==> src/rtl/pulse_tx_if.sv <==
// pulse_tx_if: request handshake and pin-side status bundle for pulse_tx.
`default_nettype none

interface pulse_tx_if;
  logic req_valid;
  logic req_ready;
  logic out;
  logic busy;

  modport master (
    output req_valid,
    input  req_ready,
    input  out,
    input  busy
  );

  modport slave (
    input  req_valid,
    output req_ready,
    output out,
    output busy
  );
endinterface

`default_nettype wire

==> src/rtl/pulse_tx.sv <==
// ============================================================================
// pulse_tx: turns single-cycle requests into pulses with guaranteed minimum
// high time and low gap, buffering requests in a small pending counter.
// Optional macro PULSE_TX_COUNT_EN adds the 16-bit sent_count output.
// Revision: 1.0
// ============================================================================
`default_nettype none

module pulse_tx #(
  parameter int PULSE_HIGH  = 8,
  parameter int PULSE_LOW   = 8,
  parameter int QUEUE_DEPTH = 4
) (
  input  wire logic clk,
  input  wire logic rst,
  pulse_tx_if.slave bus
`ifdef PULSE_TX_COUNT_EN
  ,
  output logic [15:0] sent_count
`endif
);

  if (PULSE_HIGH < 1) begin : g_bad_pulse_high
    $fatal(1, "pulse_tx: PULSE_HIGH must be at least 1");
  end
  if (PULSE_LOW < 1) begin : g_bad_pulse_low
    $fatal(1, "pulse_tx: PULSE_LOW must be at least 1");
  end
  if (QUEUE_DEPTH < 1) begin : g_bad_queue_depth
    $fatal(1, "pulse_tx: QUEUE_DEPTH must be at least 1");
  end

  localparam int c_PEND_W = $clog2(QUEUE_DEPTH + 1);
  localparam int c_TMAX   = (PULSE_HIGH > PULSE_LOW) ? PULSE_HIGH : PULSE_LOW;
  localparam int c_TW     = (c_TMAX > 1) ? $clog2(c_TMAX) : 1;

  localparam logic [c_PEND_W-1:0] c_QD       = c_PEND_W'(QUEUE_DEPTH);
  localparam logic [c_PEND_W-1:0] c_PEND_ONE = c_PEND_W'(1);
  localparam logic [c_PEND_W-1:0] c_PEND_NIL = '0;
  localparam logic [c_TW-1:0]     c_HI_LOAD  = c_TW'(PULSE_HIGH - 1);
  localparam logic [c_TW-1:0]     c_LO_LOAD  = c_TW'(PULSE_LOW - 1);
  localparam logic [c_TW-1:0]     c_T_ONE    = c_TW'(1);
  localparam logic [c_TW-1:0]     c_T_NIL    = '0;

  typedef enum logic [1:0] {
    S_IDLE = 2'd0,
    S_HIGH = 2'd1,
    S_GAP  = 2'd2
  } state_t;

  state_t              r_state;
  state_t              w_next_state;
  logic [c_PEND_W-1:0] r_pending;
  logic [c_PEND_W-1:0] w_pending_next;
  logic [c_TW-1:0]     r_timer;
  logic [c_TW-1:0]     w_timer_next;
  logic                r_out;
  logic                w_ready;
  logic                w_accept;
  logic                w_pop;

  assign w_ready  = (r_pending < c_QD);
  assign w_accept = bus.req_valid && w_ready;

  always_comb begin
    w_next_state = r_state;
    w_pop        = 1'b0;
    // Timer parks at zero rather than wrapping while a state waits.
    w_timer_next = (r_timer != c_T_NIL) ? (r_timer - c_T_ONE) : r_timer;
    case (r_state)
      S_IDLE: begin
        if (r_pending != c_PEND_NIL) begin
          w_next_state = S_HIGH;
          w_pop        = 1'b1;
          w_timer_next = c_HI_LOAD;
        end
      end
      S_HIGH: begin
        if (r_timer == c_T_NIL) begin
          w_next_state = S_GAP;
          w_timer_next = c_LO_LOAD;
        end
      end
      S_GAP: begin
        if (r_timer == c_T_NIL) begin
          if (r_pending != c_PEND_NIL) begin
            w_next_state = S_HIGH;
            w_pop        = 1'b1;
            w_timer_next = c_HI_LOAD;
          end else begin
            w_next_state = S_IDLE;
            w_timer_next = c_T_NIL;
          end
        end
      end
      default: begin
        w_next_state = S_IDLE;
        w_timer_next = c_T_NIL;
      end
    endcase
  end

  always_comb begin
    w_pending_next = r_pending;
    if (w_accept && !w_pop) begin
      w_pending_next = r_pending + c_PEND_ONE;
    end else if (!w_accept && w_pop) begin
      w_pending_next = r_pending - c_PEND_ONE;
    end
  end

  always_ff @(posedge clk or posedge rst) begin
    if (rst) begin
      r_state   <= S_IDLE;
      r_pending <= c_PEND_NIL;
      r_timer   <= c_T_NIL;
      r_out     <= 1'b0;
    end else begin
      r_state   <= w_next_state;
      r_pending <= w_pending_next;
      r_timer   <= w_timer_next;
      r_out     <= (w_next_state == S_HIGH);
    end
  end

  assign bus.req_ready = w_ready;
  assign bus.out       = r_out;
  assign bus.busy      = (r_state != S_IDLE) || (r_pending != c_PEND_NIL);

`ifdef PULSE_TX_COUNT_EN
  logic [15:0] r_sent_count;

  // A pulse counts as sent once its high phase has fully elapsed.
  always_ff @(posedge clk or posedge rst) begin
    if (rst) begin
      r_sent_count <= 16'd0;
    end else if ((r_state == S_HIGH) && (r_timer == c_T_NIL)) begin
      r_sent_count <= r_sent_count + 16'd1;
    end
  end

  assign sent_count = r_sent_count;
`endif

endmodule

`default_nettype wire
==> src/flat_wrapper.sv <==
// flat-port wrapper written by rule: the top's interface ports become plain ports
module pulse_tx_flat 
#(
  parameter int PULSE_HIGH  = 8,
  parameter int PULSE_LOW   = 8,
  parameter int QUEUE_DEPTH = 4
)
  (clk, rst, bus_req_valid, bus_req_ready, bus_out, bus_busy);
  pulse_tx_if bus_i ();
  input  wire logic clk;
  input  wire logic rst;
  input wire logic [$bits(bus_i.req_valid)-1:0] bus_req_valid;
  output wire logic [$bits(bus_i.req_ready)-1:0] bus_req_ready;
  output wire logic [$bits(bus_i.out)-1:0] bus_out;
  output wire logic [$bits(bus_i.busy)-1:0] bus_busy;
  assign bus_i.req_valid = bus_req_valid;
  assign bus_req_ready = bus_i.req_ready;
  assign bus_out = bus_i.out;
  assign bus_busy = bus_i.busy;
  pulse_tx #(.PULSE_HIGH(PULSE_HIGH), .PULSE_LOW(PULSE_LOW), .QUEUE_DEPTH(QUEUE_DEPTH)) u_core (.clk(clk), .rst(rst), .bus(bus_i));
endmodule
==> config.mk <==
export PLATFORM = sky130hd
export DESIGN_NAME = pulse_tx_flat
export DESIGN_NICKNAME = d
export VERILOG_FILES = /design/src/rtl/pulse_tx_if.sv /design/src/rtl/pulse_tx.sv /design/src/flat_wrapper.sv
export SDC_FILE = /design/constraint.sdc
export NUM_CORES = 1
export LEC_CHECK = 0
export CAP_MARGIN = 20
export CORE_AREA = 8 8 45 47
export CTS_CLUSTER_SIZE = 12
export DETAILED_ROUTE_END_ITERATION = 7
export DIE_AREA = 0 0 53 55
export PLACE_DENSITY_LB_ADDON = 0.12
export SYNTH_ARGS = -nofsm -noshare
export SYNTH_HDL_FRONTEND = slang
export SYNTH_SLANG_ARGS = --single-unit
export TNS_END_PERCENT = 30
==> constraint.sdc <==
create_clock -name clk -period 1.9 [get_ports clk]
set_input_delay 0.285 -clock clk [delete_from_list [all_inputs] [get_ports clk]]
set_output_delay 0.285 -clock clk [all_outputs]
set_load 0.005 [all_outputs]
==> impl_metrics.toml <==
[clock_network]
cts_tree = "built"
clk_latency_ns = 0.26
hold_buffers = 0
cts_sinks = 9
cts_max_level = 1
clk_pin_slew_worst_paths_ns = 0.06
root_buffer = "clkbuf_4"
cts_buffer_depth = 2
numCtsBuffers = 3

[critical_path]
cp_common_cell = "inv_2"
crit_chain = "inv_2 -> ha_4 -> nor2b_4 -> inv_2 -> nand2_2 -> nand2_1 -> ha_2 -> inv_2 -> fa_2 -> mux2_2"
cp_max_fo = 2
slowest_delay_ns = 0.41
cpMaxStageDelayCell = "fa_2"
r2r.worst_path.cells = 10
startpoint_type = "flip-flop"
worstPathRequired_ns = 2.05
worstPathArrival_ns = 2.10
endpoint_kind = "flip-flop"
critPathKind = "reg -> reg"

[logic_synthesis]
avgSynthCellArea_sq_um = 9.58
ys.flop_type = "dfrtp_1"
netlist.area_leader.share_pct = 40.5
synth_cells = 58
syn_area_sq_um = 556
yosysWarnings = 0
ys_seq_elements = 9
yosys.area.top_type = "dfrtp_1"
synthDistinctLibCells = 24
yosys-top-cells-area = "dfrtp_1 (41%), ha_1 (9.0%), inv_1 (4.1%)"
yosysSeqAreaShare_pct = 40.5
synth_edf_count = 0
syn-num-nets = 66
synth-async-reset-ratio_pct = 100

[sta]
relSlewSlack_pct = 77.5
clock.fmax_ghz = 0.513
fin_crit_ns = 1.95
skew_ns = 0.00445
period_share_pct = 103
tns_ns = -0.0947
fin_ws_ns = -0.0499
setup_violations = 2
worst_pin_slew_ns = 0.338
rsz0062_at_grt = "yes"
hold_viol_final = 0
slew_violations = 0

[routing]
drc = 0
via_count = 505
drtPass1Iterations = 4
wl_per_cell_um = 12.6
ant_nets = 0
wirelength_um = 1230
routed_via_density = 5.21
first_iter_violations = 12

[floorplan]
initial_core_util_pct = 40.1
core_sq_um = 1380
row_count = 14
dieArea_sq_um = 2920
die_h_um = 55
die_w_um = 53
pin_count = 6

[global_route]
grt_first_pass_wirelength_um = 2210
grt_max_degree = 10
grt_overflow = 0
grt_usage_pct = 10.2
antenna_found_initial = 0
first_global_vias = 511

[layout]
final_cells = 97
area_growth_pct = 41.0
fin_util_pct = 56.6
final_common_cell = "buf_4"
final_cell_mix = "buf_4 (16), dfrtp_1 (9), nand2_1 (5), nor2_1 (5)"
antennaDiodeCount = 0
stdcell_area_sq_um = 783
drive_gt1_share_pct = 40.7
nets = 90

[pwr]
p_total_w = 0.00133
power_density_nw_per_um2 = 1700
ir_drop_uv = 774
p_leak_nw = 0.350

[place]
portBuffers = 5
dpl_cell_area_sq_um = 739
dpl.hpwl_um = 945
gp_congestion = 0.761
dp_cells = 91

[outcome]
status = "finished with violations"
violations = "setup timing"

[hold_path]
hold_path.class = "in -> async"

[run]
maxCapViolations = 0
-- stage by stage --
stage / hold WS [ns] / setup slack (ns)
floorplan: 0.113 / -0.0129
detailed placement: 0.551 / -0.0544
global route: 0.319 / -0.143
global placement: 0.551 / -0.0317
CTS: 0.296 / -0.0706
finish: 0.279 / -0.0499
-- logic make-up (layout without fill, tap and decap cells) --
kind of cell    count (synthesis)  in the layout  share of synthesized area [%]
simple gates                   20             20                           20.0
fa+ha+maj                       5              5                           12.6
mux                             1              1                           2.03
flops                           9              9                           40.5
xor+xnor                        3              3                           4.73
buf+inv                         8             31                           5.63
compound gates                 12             12                           14.4
-- cell type report --
| type | count | area, sq um |
|---|---|---|
| clock buffer | 4 | 26.3 |
| sequential | 9 | 225 |
| multi-input combinational | 41 | 324 |
| timing repair buffer | 21 | 165 |
| inverter | 6 | 22.5 |
| tap | 16 | 20.0 |
| fill | 130 | 601 |
-- power by group --
part | total [W] | switching [W] | leakage [nW] | internal [W]
combinational | 0.000825 | 0.000355 | 0.233 | 0.000469
clock | 0.000148 | 0.0000669 | 0.0150 | 0.0000810
sequential | 0.000360 | 0.0000770 | 0.102 | 0.000283
total | 0.00133 | 0.000499 | 0.350 | 0.000834
-- layer usage --
metal / up-vias / routed length, um / GRT usage (%)
met2: 10 / 691 / 19.5
met5: - / 0 / 0
met4: 0 / 12 / 4.31
met1: 241 / 486 / 10.4
li1: 250 / - / -
met3: 4 / 37 / 2.41
-- state kept, by name, indices dropped and copies added, names as in the netlist --
| signal | count |
|---|---|
| u_core.r_pending | 3 |
| u_core.r_state | 2 |
| u_core.bus.out | 1 |
| u_core.r_timer | 3 |
-- path summary, 6_finish.rpt --
path	startpoint	end	slack, ns
max	u_core.r_timer[1]	u_core.r_pending[1]	-0.05
min	rst	u_core.r_pending[1]	0.28
max reg2reg	u_core.r_timer[1]	u_core.r_pending[1]	-0.05
min reg2reg	u_core.r_state[1]	u_core.r_state[1]	0.55
max in group asynchronous	rst	u_core.r_pending[0]	1.37
min in group clk	u_core.r_state[1]	u_core.r_state[1]	0.55
-- worst max-delay path, delay by kind of cell (launching register included) --
kind          cells  cell delay [ns]
fa+ha+maj         3             0.73
flops             1             0.39
simple gates      3             0.26
mux               1             0.26
buf+inv           3             0.19
-- timing repair --
item / 4_1_cts / 5_1_grt
setup buffers: 1 / 1
pin swaps: 1 / 3
setup endpoints to repair: 3 / 3
resized for setup: 2 / 3
-- synth_stat cells (2+ instances only) --
master    n
o21ai_0   4
xnor2_1   2
or3_1     3
dfrtp_1   9
o211a_1   2
nand2_1   6
nor2_1    5
ha_1      4
a221oi_1  2
inv_1     6
a21oi_1   2
Note: power is estimated with default switching activity, not from simulation.
